## src/rtl/sbp_pkg.sv

```systemverilog
// sbp_pkg: shared types and helpers for the SBP lookup front end.
//   result_bits() - width of a lookup result {hit, location, kind, stage}
//   result_t      - result layout at the default widths
//   upd_cmd_t     - control-plane table update {stage, addr, data}
//   sched_state_e - update sequencer states
package sbp_pkg;

  localparam int DEF_LOCATION_BITS = 11;
  localparam int DEF_STAGE_ID_BITS = 6;
  localparam int DEF_ADDR_BITS     = 11;
  localparam int DEF_DATA_BITS     = 64;

  function automatic int result_bits(input int location_bits, input int stage_id_bits);
    return 1 + location_bits + 2 + stage_id_bits;
  endfunction

  typedef struct packed {
    logic                         hit;
    logic [DEF_LOCATION_BITS-1:0] location;
    logic [1:0]                   kind;
    logic [DEF_STAGE_ID_BITS-1:0] stage;
  } result_t;

  typedef struct packed {
    logic [DEF_STAGE_ID_BITS-1:0] stage;
    logic [DEF_ADDR_BITS-1:0]     addr;
    logic [DEF_DATA_BITS-1:0]     data;
  } upd_cmd_t;

  typedef enum logic [1:0] {
    ST_IDLE,
    ST_BUBBLE,
    ST_WAIT,
    ST_WRITE
  } sched_state_e;

endpackage

```

## src/rtl/sbp_rr_arbiter.sv

```systemverilog
// sbp_rr_arbiter: round-robin arbiter with an internal rotating pointer.
// Ports:
//   clk, rst    - clock, synchronous active-high reset (pointer -> 0)
//   req         - request vector, one bit per requester
//   enable      - when low no grant is issued and the pointer holds
//   grant       - one-hot grant (or zero)
//   grant_idx   - index of the granted requester
//   grant_valid - a grant is issued this cycle
module sbp_rr_arbiter #(
  parameter int NUM_REQ = 4,
  parameter int IDX_W   = (NUM_REQ > 1) ? $clog2(NUM_REQ) : 1
) (
  input  logic               clk,
  input  logic               rst,
  input  logic [NUM_REQ-1:0] req,
  input  logic               enable,
  output logic [NUM_REQ-1:0] grant,
  output logic [IDX_W-1:0]   grant_idx,
  output logic               grant_valid
);

  logic [IDX_W-1:0] ptr;
  logic [IDX_W-1:0] cand;
  logic             found;

  // Scan from the pointer upward, wrapping, and take the first requester.
  always_comb begin
    found     = 1'b0;
    grant_idx = '0;
    cand      = '0;
    for (int i = 0; i < NUM_REQ; i++) begin
      cand = IDX_W'((int'(ptr) + i) % NUM_REQ);
      if (!found && req[cand]) begin
        found     = 1'b1;
        grant_idx = cand;
      end
    end
    grant_valid = found && enable;
    grant       = '0;
    if (grant_valid) grant[grant_idx] = 1'b1;
  end

  always_ff @(posedge clk) begin
    if (rst) begin
      ptr <= '0;
    end else if (grant_valid) begin
      ptr <= (grant_idx == IDX_W'(NUM_REQ - 1)) ? '0 : grant_idx + 1'b1;
    end
  end

endmodule

```

## src/rtl/sbp_lookup_sched.sv

```systemverilog
// sbp_lookup_sched: front-end scheduler for the SBP lookup pipeline.
// Arbitrates lookup requesters round-robin (one issue per cycle), tracks
// in-flight lookups with a tag delay line so each result returns to its
// requester, and serialises table updates by injecting a bubble and writing
// the target stage RAM while that bubble occupies the stage.
// Ports:
//   clk, rst                  - clock, synchronous active-high reset
//   req_valid_i/ready_o       - per-requester request handshake
//   req_ip_addr_i             - packed keys, requester i at [32*i +: 32]
//   lk_valid_o, lk_ip_addr_o  - lookup issued into stage 0
//   lk_result_i, lk_ip_addr_i - result and key leaving the last stage
//   resp_*_o                  - registered response, no backpressure
//   upd_*                     - table update command handshake
//   wr_en_o/addr_o/data_o     - stage RAM port-B write
// Optional build macro SBP_SCHED_STATS_EN adds stat_lookups_o,
// stat_bubbles_o and stat_max_wait_o saturating counters.
module sbp_lookup_sched
  import sbp_pkg::*;
#(
  parameter int NUM_STAGES    = 32,
  parameter int STAGE_LATENCY = 2,
  parameter int NUM_REQ       = 4,
  parameter int ADDR_BITS     = 11,
  parameter int DATA_BITS     = 64,
  parameter int STAGE_ID_BITS = 6,
  parameter int LOCATION_BITS = 11,
  localparam int RESULT_BITS  = result_bits(LOCATION_BITS, STAGE_ID_BITS),
  localparam int ID_BITS      = (NUM_REQ > 1) ? $clog2(NUM_REQ) : 1
) (
  input  logic                     clk,
  input  logic                     rst,
  input  logic [NUM_REQ-1:0]       req_valid_i,
  output logic [NUM_REQ-1:0]       req_ready_o,
  input  logic [NUM_REQ*32-1:0]    req_ip_addr_i,
  output logic [31:0]              lk_ip_addr_o,
  output logic                     lk_valid_o,
  input  logic [RESULT_BITS-1:0]   lk_result_i,
  input  logic [31:0]              lk_ip_addr_i,
  output logic                     resp_valid_o,
  output logic [ID_BITS-1:0]       resp_id_o,
  output logic [RESULT_BITS-1:0]   resp_result_o,
  output logic [31:0]              resp_ip_addr_o,
  input  logic                     upd_valid_i,
  output logic                     upd_ready_o,
  input  logic [STAGE_ID_BITS-1:0] upd_stage_i,
  input  logic [ADDR_BITS-1:0]     upd_addr_i,
  input  logic [DATA_BITS-1:0]     upd_data_i,
  output logic [NUM_STAGES-1:0]    wr_en_o,
  output logic [ADDR_BITS-1:0]     wr_addr_o,
  output logic [DATA_BITS-1:0]     wr_data_o
`ifdef SBP_SCHED_STATS_EN
  ,
  output logic [31:0]              stat_lookups_o,
  output logic [15:0]              stat_bubbles_o,
  output logic [15:0]              stat_max_wait_o
`endif
);

  localparam int LOOKUP_LATENCY = NUM_STAGES * STAGE_LATENCY;
  localparam int CNT_W          = STAGE_ID_BITS + $clog2(STAGE_LATENCY + 1);

  sched_state_e state, state_nx;
  logic [STAGE_ID_BITS-1:0] upd_stage_q;
  logic [ADDR_BITS-1:0]     upd_addr_q;
  logic [DATA_BITS-1:0]     upd_data_q;
  logic [CNT_W-1:0]         cnt, cnt_nx, upd_delay;
  logic                     upd_accept, wr_fire, stage_ok, arb_en;

  logic [NUM_REQ-1:0] grant;
  logic [ID_BITS-1:0] grant_idx;
  logic               grant_valid;

  logic [LOOKUP_LATENCY-1:0]              tag_v;
  logic [LOOKUP_LATENCY-1:0][ID_BITS-1:0] tag_id;

  // The bubble slot is the only cycle in which no lookup may be granted.
  assign arb_en = !rst && (state != ST_BUBBLE);

  sbp_rr_arbiter #(.NUM_REQ(NUM_REQ), .IDX_W(ID_BITS)) u_arb (
    .clk         (clk),
    .rst         (rst),
    .req         (req_valid_i),
    .enable      (arb_en),
    .grant       (grant),
    .grant_idx   (grant_idx),
    .grant_valid (grant_valid)
  );

  assign req_ready_o  = grant;
  assign lk_valid_o   = grant_valid;
  assign lk_ip_addr_o = grant_valid ? req_ip_addr_i[grant_idx*32 +: 32] : 32'h0;

  // Cycles from the bubble slot until the bubble sits in the target stage.
  assign upd_delay = CNT_W'(upd_stage_q) * CNT_W'(STAGE_LATENCY);
  assign stage_ok  = int'(upd_stage_q) < NUM_STAGES;

  // Update sequencer. Stage 0 is written in the bubble slot itself, since
  // the lookup issued right after the bubble reads stage 0 in the next
  // cycle; that case returns straight to idle.
  always_comb begin
    state_nx   = state;
    cnt_nx     = cnt;
    upd_accept = 1'b0;
    wr_fire    = 1'b0;
    case (state)
      ST_IDLE: begin
        if (upd_valid_i) begin
          upd_accept = 1'b1;
          state_nx   = ST_BUBBLE;
        end
      end
      ST_BUBBLE: begin
        if (upd_delay == '0) begin
          wr_fire  = 1'b1;
          state_nx = ST_IDLE;
        end else if (upd_delay == CNT_W'(1)) begin
          state_nx = ST_WRITE;
        end else begin
          cnt_nx   = upd_delay - CNT_W'(1);
          state_nx = ST_WAIT;
        end
      end
      ST_WAIT: begin
        if (cnt <= CNT_W'(1)) state_nx = ST_WRITE;
        else                  cnt_nx   = cnt - CNT_W'(1);
      end
      ST_WRITE: begin
        wr_fire  = 1'b1;
        state_nx = ST_IDLE;
      end
      default: state_nx = ST_IDLE;
    endcase
    if (rst) begin
      upd_accept = 1'b0;
      wr_fire    = 1'b0;
    end
  end

  assign upd_ready_o = upd_accept;

  always_comb begin
    for (int s = 0; s < NUM_STAGES; s++) begin
      wr_en_o[s] = wr_fire && stage_ok && (int'(upd_stage_q) == s);
    end
    wr_addr_o = (wr_fire && stage_ok) ? upd_addr_q : '0;
    wr_data_o = (wr_fire && stage_ok) ? upd_data_q : '0;
  end

  always_ff @(posedge clk) begin
    if (rst) begin
      state       <= ST_IDLE;
      cnt         <= '0;
      upd_stage_q <= '0;
      upd_addr_q  <= '0;
      upd_data_q  <= '0;
    end else begin
      state <= state_nx;
      cnt   <= cnt_nx;
      if (upd_accept) begin
        upd_stage_q <= upd_stage_i;
        upd_addr_q  <= upd_addr_i;
        upd_data_q  <= upd_data_i;
      end
    end
  end

  // Tag line runs in lockstep with the stage chain; its tail lines up with
  // the result on lk_result_i, which is then registered onto resp_*.
  always_ff @(posedge clk) begin
    if (rst) begin
      tag_v          <= '0;
      tag_id         <= '0;
      resp_valid_o   <= 1'b0;
      resp_id_o      <= '0;
      resp_result_o  <= '0;
      resp_ip_addr_o <= '0;
    end else begin
      tag_v          <= {tag_v[LOOKUP_LATENCY-2:0], grant_valid};
      tag_id         <= {tag_id[LOOKUP_LATENCY-2:0], grant_idx};
      resp_valid_o   <= tag_v[LOOKUP_LATENCY-1];
      resp_id_o      <= tag_v[LOOKUP_LATENCY-1] ? tag_id[LOOKUP_LATENCY-1] : '0;
      resp_result_o  <= tag_v[LOOKUP_LATENCY-1] ? lk_result_i : '0;
      resp_ip_addr_o <= tag_v[LOOKUP_LATENCY-1] ? lk_ip_addr_i : '0;
    end
  end

`ifdef SBP_SCHED_STATS_EN
  logic [NUM_REQ-1:0][15:0] wait_cnt;
  logic [15:0]              wait_max;

  always_comb begin
    wait_max = '0;
    for (int i = 0; i < NUM_REQ; i++) begin
      if (wait_cnt[i] > wait_max) wait_max = wait_cnt[i];
    end
  end

  // Wait counters track the current unbroken run of valid-without-grant.
  always_ff @(posedge clk) begin
    if (rst) begin
      stat_lookups_o  <= '0;
      stat_bubbles_o  <= '0;
      stat_max_wait_o <= '0;
      wait_cnt        <= '0;
    end else begin
      if (grant_valid && !(&stat_lookups_o)) stat_lookups_o <= stat_lookups_o + 1'b1;
      if (upd_accept && !(&stat_bubbles_o))  stat_bubbles_o <= stat_bubbles_o + 1'b1;
      if (wait_max > stat_max_wait_o)        stat_max_wait_o <= wait_max;
      for (int i = 0; i < NUM_REQ; i++) begin
        if (req_valid_i[i] && !grant[i]) begin
          if (!(&wait_cnt[i])) wait_cnt[i] <= wait_cnt[i] + 1'b1;
        end else begin
          wait_cnt[i] <= '0;
        end
      end
    end
  end
`endif

endmodule

```

## config.mk

```make
export PLATFORM = sky130hd
export DESIGN_NAME = sbp_lookup_sched
export DESIGN_NICKNAME = d
export VERILOG_FILES = /design/src/rtl/sbp_pkg.sv /design/src/rtl/sbp_rr_arbiter.sv /design/src/rtl/sbp_lookup_sched.sv
export SDC_FILE = /design/constraint.sdc
export NUM_CORES = 1
export LEC_CHECK = 0
export CORE_AREA = 2 2 181 183
export CTS_BUF_LIST = sky130_fd_sc_hd__clkbuf_16
export DETAILED_ROUTE_END_ITERATION = 10
export DIE_AREA = 0 0 183 185
export PLACE_DENSITY = 0.72
export SYNTH_ARGS = -nofsm -noshare
export SYNTH_HDL_FRONTEND = slang
export SYNTH_HIERARCHICAL = 1
export SYNTH_SLANG_ARGS = --single-unit
```

## constraint.sdc

```tcl
create_clock -name clk -period 2.9 [get_ports clk]
set_input_delay 0.435 -clock clk [delete_from_list [all_inputs] [get_ports clk]]
set_output_delay 0.435 -clock clk [all_outputs]
set_load 0.005 [all_outputs]
```

== Yosys cells after proc, flatten, opt, wreduce, memory -nomap -nowiden ==
Cells that the tools add are included.

* Flip-flop bits (word level): 340
* Input port bits: 268
* Output and inout port bits: 200
* Logic and storage cells: 217

* Add/sub/neg operators: 6
* Magnitude comparators: 8
* Equality and inequality tests: 40
* Shift-type cells: 1
* Muxes and demuxes: 36
* Bitwise operators: 1
* Reduce and logical (&&, ||, !) cells: 50

{| class="wikitable"
|+ Operators with widths
! cell !! count
|-
| $shiftx 128x8->32 || 1
|-
| $eq 6x6->1 const B || 16
|-
| $mux 64 || 1
|-
| $eq 6x5->1 const B || 8
|-
| $logic_and 1x1->1 || 39
|-
| $mux 32 || 1
|-
| $eq 6x4->1 const B || 4
|-
| $mux 2 || 8
|-
| $mux 8 || 2
|-
| $pmux 8 s2 || 1
|-
| $lt 2x3->1 const B || 5
|-
| $mux 1 || 14
|-
| $eq 6x3->1 const B || 2
|-
| $mux 11 || 1
|-
| $bmux 1 s2 || 4
|-
| $le 8x1->1 const B || 1
|-
| $logic_not 8->1 || 1
|-
| $ne 2x2->1 const B || 4
|-
| $pmux 2 s4 || 1
|-
| $sub 7x1->8 const B || 1
|-
| $sub 8x1->8 const B || 1
|-
| $eq 2x2->1 const B || 3
|-
| $eq 6x2->1 const B || 1
|-
| $logic_not 6->1 || 1
|-
| other kinds (16) || 21
|}

== Depth between registers and ports, before layout ==
Gate-level depths: netlist (run 1).

* Depth after elaboration: 17
* Depth in mapped cells: 9
* Gate-level depth less buffers: 6

== Hierarchy ==
Netlist (run 1), hierarchy kept.

{| class="wikitable"
|+ By module, submodules not included
! module !! times used !! cells each !! area an instance (um2) !! seq. area each (um2)
|-
| sbp_lookup_sched || 1 || 1179 || 12009.0 || 6766.5
|-
| sbp_rr_arbiter || 1 || 33 || 271.5 || 40.0
|}

== Worst setup path before layout (run 1) ==
Ideal clock, no wire load.

* Path kind: flip-flop to output port
* Start point: register u_arb.ptr[1]
* End point: output lk_ip_addr_o[10]
* Arrival: 2188 ps
* Data required time: 2465 ps
* Slack: 277 ps
* Stages on the path, launching flop included: 9
* Buffers on the path: 3
* Path through: dfxtp_1 clkbuf_1 mux2i_1 nor2_1 nor2_1 clkbuf_1 buf_2 mux4_2 and2_1

* Word-level cells in the longest chain between the ends: 14
* Elaborated cells between the ends (all ways): 28
* Those cells by class: add/sub: 3; shift: 1; mux: 17; reduce/logical: 7

{| class="wikitable"
|+ Ends and longest elaborated chain
! item !! RTL line !! RTL
|-
| start: declaration || sbp_rr_arbiter.sv:22 || <nowiki>logic [IDX_W-1:0] ptr;</nowiki>
|-
| start signal: assignment || sbp_rr_arbiter.sv:47 || <nowiki>ptr <= (grant_idx == IDX_W'(NUM_REQ - 1)) ? '0 : grant_idx + 1'b1;</nowiki>
|-
| parallel branches: the longest is 11 deep, another holds $add 2x1->2 || - ||
|-
| $mux 2 * || sbp_rr_arbiter.sv:33 || <nowiki>if (!found && req[cand]) begin</nowiki>
|-
| named net grant_idx[0] || sbp_lookup_sched.sv:70 || <nowiki>logic [ID_BITS-1:0] grant_idx;</nowiki>
|-
| $shiftx 128x8->32 * || sbp_lookup_sched.sv:91 || <nowiki>assign lk_ip_addr_o = grant_valid ? req_ip_addr_i[grant_idx*32 +: 32] : 32'h0;</nowiki>
|-
| $mux 32 * || sbp_lookup_sched.sv:91 ||
|-
| end: declaration || sbp_lookup_sched.sv:35 || <nowiki>output logic [31:0] lk_ip_addr_o,</nowiki>
|}

Mark *: on every way through the listed nets, which the timed path passes. The select of a mux whose other input is x is not followed.

== Final worst setup path (run 1) ==
* Start point: register u_arb.ptr[1]
* End point: output lk_ip_addr_o[8]

Same word-level chain as after synthesis.

==> out/qor.csv, run 1 <==
metric,value,unit
CORE AREA,32000,µm²
Syn Nets,1491,
Post-Syn Instances,1212,
Iter 0 DRT Violations,553,
post-placement worst setup slack,-0.454,ns
final core occ,60.3,%
Lkg Pwr,7.95,nW
status,"finished, violations left",
worst hold slack,0.429,ns
GPL Wtd Cong,0.842,
Overflow after GRT,0,
number of max-cap violations,0,
Initial Utilization,38.3,%
Post-DP Area,17400,µm²
initial antenna violation count,7,
die height,185,µm
root buffer cell,clkbuf_16,
pwr/cell area,560,nW/µm²
fillers,2666,
Worst R2R Start,u_arb/ptr[1],
Die Wd,183,µm
via count,10300,
CTS tree,yes,
"flops & latches, synth",340,
"commonest cells after routing, fill and taps aside","dfxtp_1, clkdlybuf4s50_1, nor2b_1",
critical path capture point type,output port,
DRT Wirelength,36.2,mm
DR WL/cell,16.8,µm
CTS Buf Count,36,
DRC Markers,0,
most common library cell in the layout ignoring fill and taps,dfxtp_1,
PnR worst setup slack,-0.122,ns
max frequency,0.331,GHz
violated checks,setup timing,
overall global routing resource usage,20.6,%
slew margin rel.,41.2,%
nets,1996,
largest net degree at the start of global routing,190,
Final Hold Viols,0,
critical path class,reg -> out,
first-pass GRT wire length,54.8,mm
Unique masters post-synth,61,
maximum fanout along the worst path,7,
Die Area,33900,µm²
vias in the first global route,10100,
cts hold-fix bufs,0,
# rows,66,
clk_lat worst skew,0.51,ns
CP Data Arrival Time,2.59,ns
Slew Limit Fails,0,
crit path launch,u_arb/ptr[1],
number of enable flip-flop cells after synthesis,0,
Final setup viols,26,
"non-filler cells, final",2159,
post-route cell area,19300,µm²
worst hold path class,reg -> reg,
Synth async-reset ratio,0,%
area delta synth->final,57.2,%
Worst-path clk slew,0.06,ns
Longest Clk Path Bufs,3,
htree depth,2,
DR pass1 iterations,5,
min cycle time layout,3.02,ns
critical path startpoint category,flop,
clk sink count,340,
Post-Syn Area,12300,µm²
vias per cell,4.77,
share of cells above drive strength 1,17.0,%
hold_sp,tag_v[35],
sequential cell area fraction in the yosys report,55.4,%
Syn Area/Cell,10.1,µm²
worst vdd ir,0.363,mV
Critical Path RT,2.47,ns
Post-DP HPWL,24.1,mm
Final period util,104,%
Synth warnings,6,
top_reg_cell synth,dfxtp_1,
# IOs,468,
unrepaired setup endpoints after global routing,true,
Least-Margin Pin Slew,0.881,ns
Final ANT Viol Nets,0,
port bufs,467,
register area,6820,µm²
placed cells,2033,
Setup Skew,0.0139,ns
area used by multi-input combinational logic,5250,µm²
==> flip-flops by register name (all words and copies together) (netlist names), named ones only <==
name	flops
tag_id	128
tag_v	64
upd_data_q	64
resp_ip_addr_o	32
resp_result_o	20
upd_addr_q	11
cnt	8
upd_stage_q	6
resp_id_o	2
u_arb/ptr	2
resp_valid_o	1
state	1
==> where the power goes <==
part	leakage [nW]	internal, W	total, W	switching, W
sequential	2.75	0.00475	0.00481	0.0000527
combinational	4.61	0.00100	0.00163	0.000631
clock	0.589	0.00254	0.00437	0.00182
==> cell families (layout without fill, tap and decap cells) <==
family	Yosys count	count (layout)	synth area share [%]
AND/OR/NAND/NOR	606	606	27.9
XOR/XNOR	3	3	0.214
other	0	7	0
multiplexers	34	34	6.07
AO/OA/AOI/OAI	120	120	5.76
adder cells (fa/ha/maj)	11	11	1.12
flip-flops	340	340	55.4
buffers and inverters	98	630	3.56
==> synth_stat cells, types with 7 or more instances <==
cell type | instances | area share (%)
a21oi_1 | 89 | 3.6
and2_1 | 165 | 8.4
and4_1 | 8 | 0.57
buf_2 | 14 | 0.57
clkbuf_1 | 66 | 2.0
dfxtp_1 | 340 | 55
ha_1 | 11 | 1.1
inv_1 | 11 | 0.34
mux4_2 | 32 | 5.9
nand2_1 | 166 | 5.1
nor2_1 | 14 | 0.43
nor2b_1 | 197 | 10
nor3_1 | 7 | 0.29
nor4_1 | 10 | 0.51
nor4b_1 | 10 | 0.71
==> through the flow <==
stage	total power, W	setup TNS (ns)
floorplan	0.00553	0
finish	0.0108	-1.60
global placement	0.00620	-13.69
global route	0.0113	-4.47
detailed placement	0.00622	-14.14
CTS	0.0109	-2.70
==> final cells by class <==
class / count / area share [%]
Clock inverter: 29 / 1.23
Tap cell: 408 / 2.64
Clock buffer: 36 / 4.67
Inverter: 12 / 0.246
Timing Repair Buffer: 553 / 28.6
Antenna cell: 7 / 0.0907
Sequential cell: 340 / 35.3
Multi-Input combinational cell: 774 / 27.2
==> worst paths after layout <==
check	end	slack, ns	cells after the start
hold reg to reg	tag_v[36]	0.43	1
setup reg to reg	u_arb/ptr[0]	0.74	10
hold / removal	tag_v[36]	0.43	1
setup / recovery	lk_ip_addr_o[8]	-0.12	9
==> worst max-delay path, stage by stage (launching register included) <==
cell     delay, ns
dfxtp_4       0.39
mux2i_4       0.27
nor2_4        0.06
nor2_4        0.22
buf_6         0.16
buf_16        0.13
buf_8         0.10
mux4_2        0.48
and2_4        0.15
buf_6         0.11
==> routing by layer <==
metal / GRT usage, % / wire length (µm) / part of all wire (%) / vias up
met1: 22.9 / 13900 / 38 / 4778
met5: 0 / 0 / 0 / -
li1: - / - / - / 4963
met2: 35.7 / 17700 / 49 / 456
met3: 4.90 / 2610 / 7.2 / 98
met4: 12.7 / 2060 / 5.7 / 0
==> timing repair <==
action | in CTS | in global routing
cloned | 8 | 1
setup endpoints to repair | 142 | 68
pin swaps | 31 | 8
buffers inserted | 39 | 11
hold endpoints to repair | 0 | 0
resized for setup | 331 | 93
No activity file was read; power rests on OpenSTA's default activity.
==> inputs of run 2 (changes only) <==
GPL_ROUTABILITY_DRIVEN = 0   (was default)
SKIP_CTS_REPAIR_TIMING = 1   (was default)
SLEW_MARGIN = 10   (was default)
==> out/qor.csv, run 2 (synthesis gave the netlist of run 1 again) <==
metric,value,unit,change
unrepaired setup endpoints after global routing,true,,
# IOs,468,,unchanged
Post-DP Area,17400,µm²,unchanged
CORE AREA,32000,µm²,unchanged
critical path startpoint category,primary input,,
Lkg Pwr,9.34,nW,+17%
violated checks,setup timing,,
DRC Markers,0,,unchanged
maximum fanout along the worst path,6,,-1
Largest regs,"tag_id (128), tag_v (64), upd_data_q (64)",,
Final Hold Viols,0,,unchanged
Final setup viols,33,,+27%
nets,2017,,+1.1%
CTS Buf Count,36,,unchanged
vias in the first global route,9649,,-4.9%
DR pass1 iterations,5,,unchanged
Final ANT Viol Nets,0,,unchanged
number of max-cap violations,0,,unchanged
DRT Wirelength,38.1,mm,+5.1%
Die Wd,183,µm,unchanged
post-route cell area,19900,µm²,+3.1%
CTS tree,yes,,
hold path depth,1,,unchanged
PnR worst setup slack,-0.207,ns,-0.0850 ns
Initial Utilization,38.3,%,unchanged
Critical Path RT,2.47,ns,about the same
Worst-path clk slew,0.06,ns,about the same
clk_lat worst skew,0.52,ns,about the same
worst hold slack,0.428,ns,-0.000713 ns
overall global routing resource usage,19.3,%,-1.3 points
# rows,66,,unchanged
die height,185,µm,unchanged
DR WL/cell,17.5,µm,+4.2%
Top reg by flops,tag_id,,
first-pass GRT wire length,51.7,mm,-5.7%
"commonest cells after routing, fill and taps aside","dfxtp_1, clkdlybuf4s50_1, nor2b_1",,
Overflow after GRT,0,,unchanged
share of cells above drive strength 1,17.7,%,+0.70 points
Setup Skew,0.0156,ns,+0.00172 ns
slew margin rel.,42.6,%,+1.4 points
post-placement worst setup slack,-0.454,ns,unchanged
root buffer cell,clkbuf_16,,
htree depth,2,,unchanged
largest net degree at the start of global routing,190,,unchanged
pwr/cell area,548,nW/µm²,-2.2%
critical path class,in -> out,,
clk sink count,340,,unchanged
Longest Clk Path Bufs,3,,unchanged
max frequency,0.322,GHz,-2.7%
worst vdd ir,0.362,mV,-0.14%
most common library cell in the layout ignoring fill and taps,dfxtp_1,,
r2r worst-path depth,8,,-2
placed cells,2033,,unchanged
worst hold path class,reg -> reg,,
critical path capture point type,output port,,
vias per cell,4.81,,+0.92%
Slew Limit Fails,0,,unchanged
via count,10500,,+1.8%
status,"finished, violations left",,
"non-filler cells, final",2177,,+0.83%
min cycle time layout,3.11,ns,+0.0850 ns
max FFs per register,128,,unchanged
Post-DP HPWL,24.1,mm,unchanged
CP Data Arrival Time,2.67,ns,+0.08 ns
port bufs,467,,unchanged
Least-Margin Pin Slew,0.860,ns,-0.0210 ns
Fin Setup TNS,-3.55,ns,-1.95 ns
Die Area,33900,µm²,unchanged
initial antenna violation count,7,,unchanged
area delta synth->final,62.1,%,
Iter 0 DRT Violations,602,,+8.9%
Final period util,107,%,+2.9 points
[run 2: changes by cell type in the layout (fill, tap and decap cells not counted), moves of 5 or more]
cell / delta
dlygate4sd2_1: -64
clkdlybuf4s15_1: -16
buf_6: -11
dlymetal6s2s_1: +86
buf_4: +6
clkbuf_2: +11
clkbuf_16: +11
buf_2: -5
nor4b_1: -5
nor4b_2: +5
[run 2: final cells by class]
cell class | count | area, µm²
inverter | 12 | 47.5
sequential | 340 | 6820
tap | 408 | 510
multi-input combinational | 774 | 5300
fill | 2573 | 12100
timing repair buffer | 574 | 6070
clock buffer | 36 | 901
clock inverter | 29 | 238
antenna | 4 | 10.0
[run 2: worst max-delay path: stages]
cell	delay, ns
clkdlybuf4s50_1	0.47
a21boi_2	0.20
o32ai_4	0.13
nor2_4	0.14
buf_12	0.14
buf_6	0.10
clkbuf_16	0.14
buf_12	0.11
mux4_2	0.48
and2_1	0.17
dlymetal6s2s_1	0.15
[run 2: routing by layer]
| layer | wire length [µm] | track usage [%] | vias to the layer above |
|---|---|---|---|
| met5 | 0 | 0 | - |
| met1 | 14100 | 21.9 | 4874 |
| met4 | 2140 | 9.02 | 0 |
| met3 | 3030 | 5.45 | 115 |
| li1 | - | - | 5001 |
| met2 | 18800 | 33.7 | 486 |
[run 2: through the flow]
stage,util (%),total power (W)
floorplan,-,0.00553
global placement,54.3,0.00620
detailed placement,54.3,0.00622
CTS,57.9,0.0106
global route,62.1,0.0114
finish,62.1,0.0109
[run 2: path summary, 6_finish.rpt]
path / slack [ns] / to / start
setup / recovery: -0.21 / lk_ip_addr_o[26] / req_valid_i[1]
hold / removal: 0.43 / tag_v[36] / tag_v[35]
setup reg to reg: 0.85 / cnt[5] / upd_stage_q[0]
hold reg to reg: 0.43 / tag_v[36] / tag_v[35]
[run 2: power by group]
part / total (W) / switching, W / internal, W
combinational: 0.00172 / 0.000665 / 0.00105
clock: 0.00437 / 0.00183 / 0.00254
sequential: 0.00481 / 0.0000547 / 0.00476
total: 0.0109 / 0.00255 / 0.00835
==> inputs of run 3 (changes only) <==
CTS_BUF_LIST = sky130_fd_sc_hd__clkbuf_4 sky130_fd_sc_hd__clkbuf_8 sky130_fd_sc_hd__clkbuf_16   (was sky130_fd_sc_hd__clkbuf_16)
==> out/qor.csv, run 3 (synthesis gave the netlist of run 1 again) <==
metric,value,unit,change
clk_lat worst skew,0.51,ns,about the same
hold path endpoint,tag_v[36],,
Slew Limit Fails,0,,unchanged
overall global routing resource usage,19.3,%,+0.025 points
maximum fanout along the worst path,5,,-1
Worst-path clk slew,0.06,ns,about the same
most common library cell in the layout ignoring fill and taps,dfxtp_1,,
status,"finished, violations left",,
via count,10300,,-1.7%
CTS tree,yes,,
Longest Clk Path Bufs,3,,unchanged
worst vdd ir,0.363,mV,+0.19%
Top reg by flops,tag_id,,
pwr/cell area,565,nW/µm²,+3.2%
Final setup viols,28,,-15%
vias per cell,4.78,,-0.61%
number of max-cap violations,0,,unchanged
DR pass1 iterations,5,,unchanged
hold_sp,tag_v[35],,
Setup Skew,0.0139,ns,-0.00174 ns
slew margin rel.,41.6,%,-1.0 points
largest net degree at the start of global routing,190,,unchanged
port bufs,467,,unchanged
Final ANT Viol Nets,0,,unchanged
Post-DP HPWL,24.1,mm,unchanged
die height,185,µm,unchanged
DRT Wirelength,37.2,mm,-2.5%
clk sink count,340,,unchanged
# IOs,468,,unchanged
critical path class,in -> out,,
worst hold path class,reg -> reg,,
max FFs per register,128,,unchanged
share of cells above drive strength 1,16.7,%,-1.0 points
Worst R2R End,cnt[5],,
Least-Margin Pin Slew,0.876,ns,+0.0152 ns
Final Hold Viols,0,,unchanged
hold path depth,1,,unchanged
area delta synth->final,61.1,%,
Largest regs,"tag_id (128), tag_v (64), upd_data_q (64)",,
Iter 0 DRT Violations,503,,-16%
root buffer cell,clkbuf_16,,
Lkg Pwr,9.41,nW,+0.72%
violated checks,setup timing,,
CTS Buf Count,36,,unchanged
CORE AREA,32000,µm²,unchanged
Die Wd,183,µm,unchanged
"commonest cells after routing, fill and taps aside","dfxtp_1, clkdlybuf4s50_1, nor2b_1",,
DR WL/cell,17.3,µm,-1.3%
Critical Path RT,2.47,ns,about the same
first-pass GRT wire length,51.8,mm,+0.17%
DRC Markers,0,,unchanged
flop2flop setup slack,0.81,ns,-0.04 ns
nets,1991,,-1.3%
# rows,66,,unchanged
vias in the first global route,9645,,-0.041%
final core occ,61.7,%,-0.38 points
Fin Setup TNS,-3.50,ns,+0.0507 ns
Worst R2R Start,upd_stage_q[0],,
htree depth,2,,unchanged
Final period util,107,%,about the same
Overflow after GRT,0,,unchanged
max frequency,0.322,GHz,about the same
unrepaired setup endpoints after global routing,true,,
min cycle time layout,3.11,ns,+0.000983 ns
PnR worst setup slack,-0.208,ns,-0.000983 ns
r2r worst-path depth,8,,unchanged
Die Area,33900,µm²,unchanged
critical path capture point type,output port,,
fillers,2562,,-0.43%
Initial Utilization,38.3,%,unchanged
initial antenna violation count,8,,+1
critical path startpoint category,primary input,,
CP Data Arrival Time,2.67,ns,about the same
crit path launch,req_valid_i[1],,
==> run 3: worst max-delay path by stage <==
stage	slack (ns)	cells after the start	endpoint
after floorplan	0.28	8	lk_ip_addr_o[10]
after CTS	-0.50	7	lk_ip_addr_o[17]
after global routing	-0.29	10	lk_ip_addr_o[24]
after global placement	-0.43	9	lk_ip_addr_o[22]
after detailed placement	-0.45	9	lk_ip_addr_o[30]
final	-0.21	11	lk_ip_addr_o[24]
==> run 3: layout make-up <==
class	instances	area [µm²]	area share, %
Multi-Input combinational cell	774	5290	26.7
Clock inverter	11	170	0.860
Inverter	12	47.5	0.240
Clock buffer	54	1090	5.49
Tap cell	408	510	2.58
Antenna cell	5	12.5	0.0632
Sequential cell	340	6820	34.5
Timing Repair Buffer	548	5850	29.5
==> run 3: worst max-delay path, cell delays in order <==
cell and delay [ns]:
clkdlybuf4s50_1 0.47, a21boi_2 0.20, o32ai_4 0.13, nor2_4 0.14, buf_12 0.13, buf_6 0.10, buf_8 0.12, buf_12 0.14
mux4_2 0.49, and2_4 0.16, dlymetal6s2s_1 0.14
==> run 3: where the power goes <==
part           switching, W  internal, W
registers         0.0000536      0.00476
logic              0.000645      0.00101
clock network       0.00183      0.00289
total               0.00253      0.00865
==> run 3: per-layer routing <==
metal | vias to the layer above | track usage (%) | part of all wire, %
li1 | 4953 | - | -
met1 | 4775 | 22.0 | 38
met2 | 456 | 33.7 | 50
met3 | 109 | 5.37 | 7.6
met4 | 0 | 8.86 | 5.2
met5 | - | 0 | 0
==> run 3: through the flow <==
step	setup slack [ns]	hold WS [ns]	std cells	cell area, µm²	power (W)
2_1_floorplan	0.277	0.406	1212	12300	0.00553
3_3_place_gp	-0.428	0.416	2033	17400	0.00620
3_5_place_dp	-0.454	0.421	2033	17400	0.00622
4_1_cts	-0.503	0.419	2098	18700	0.0110
5_1_grt	-0.294	0.438	2151	19800	0.0116
6_report	-0.208	0.429	2152	19800	0.0112
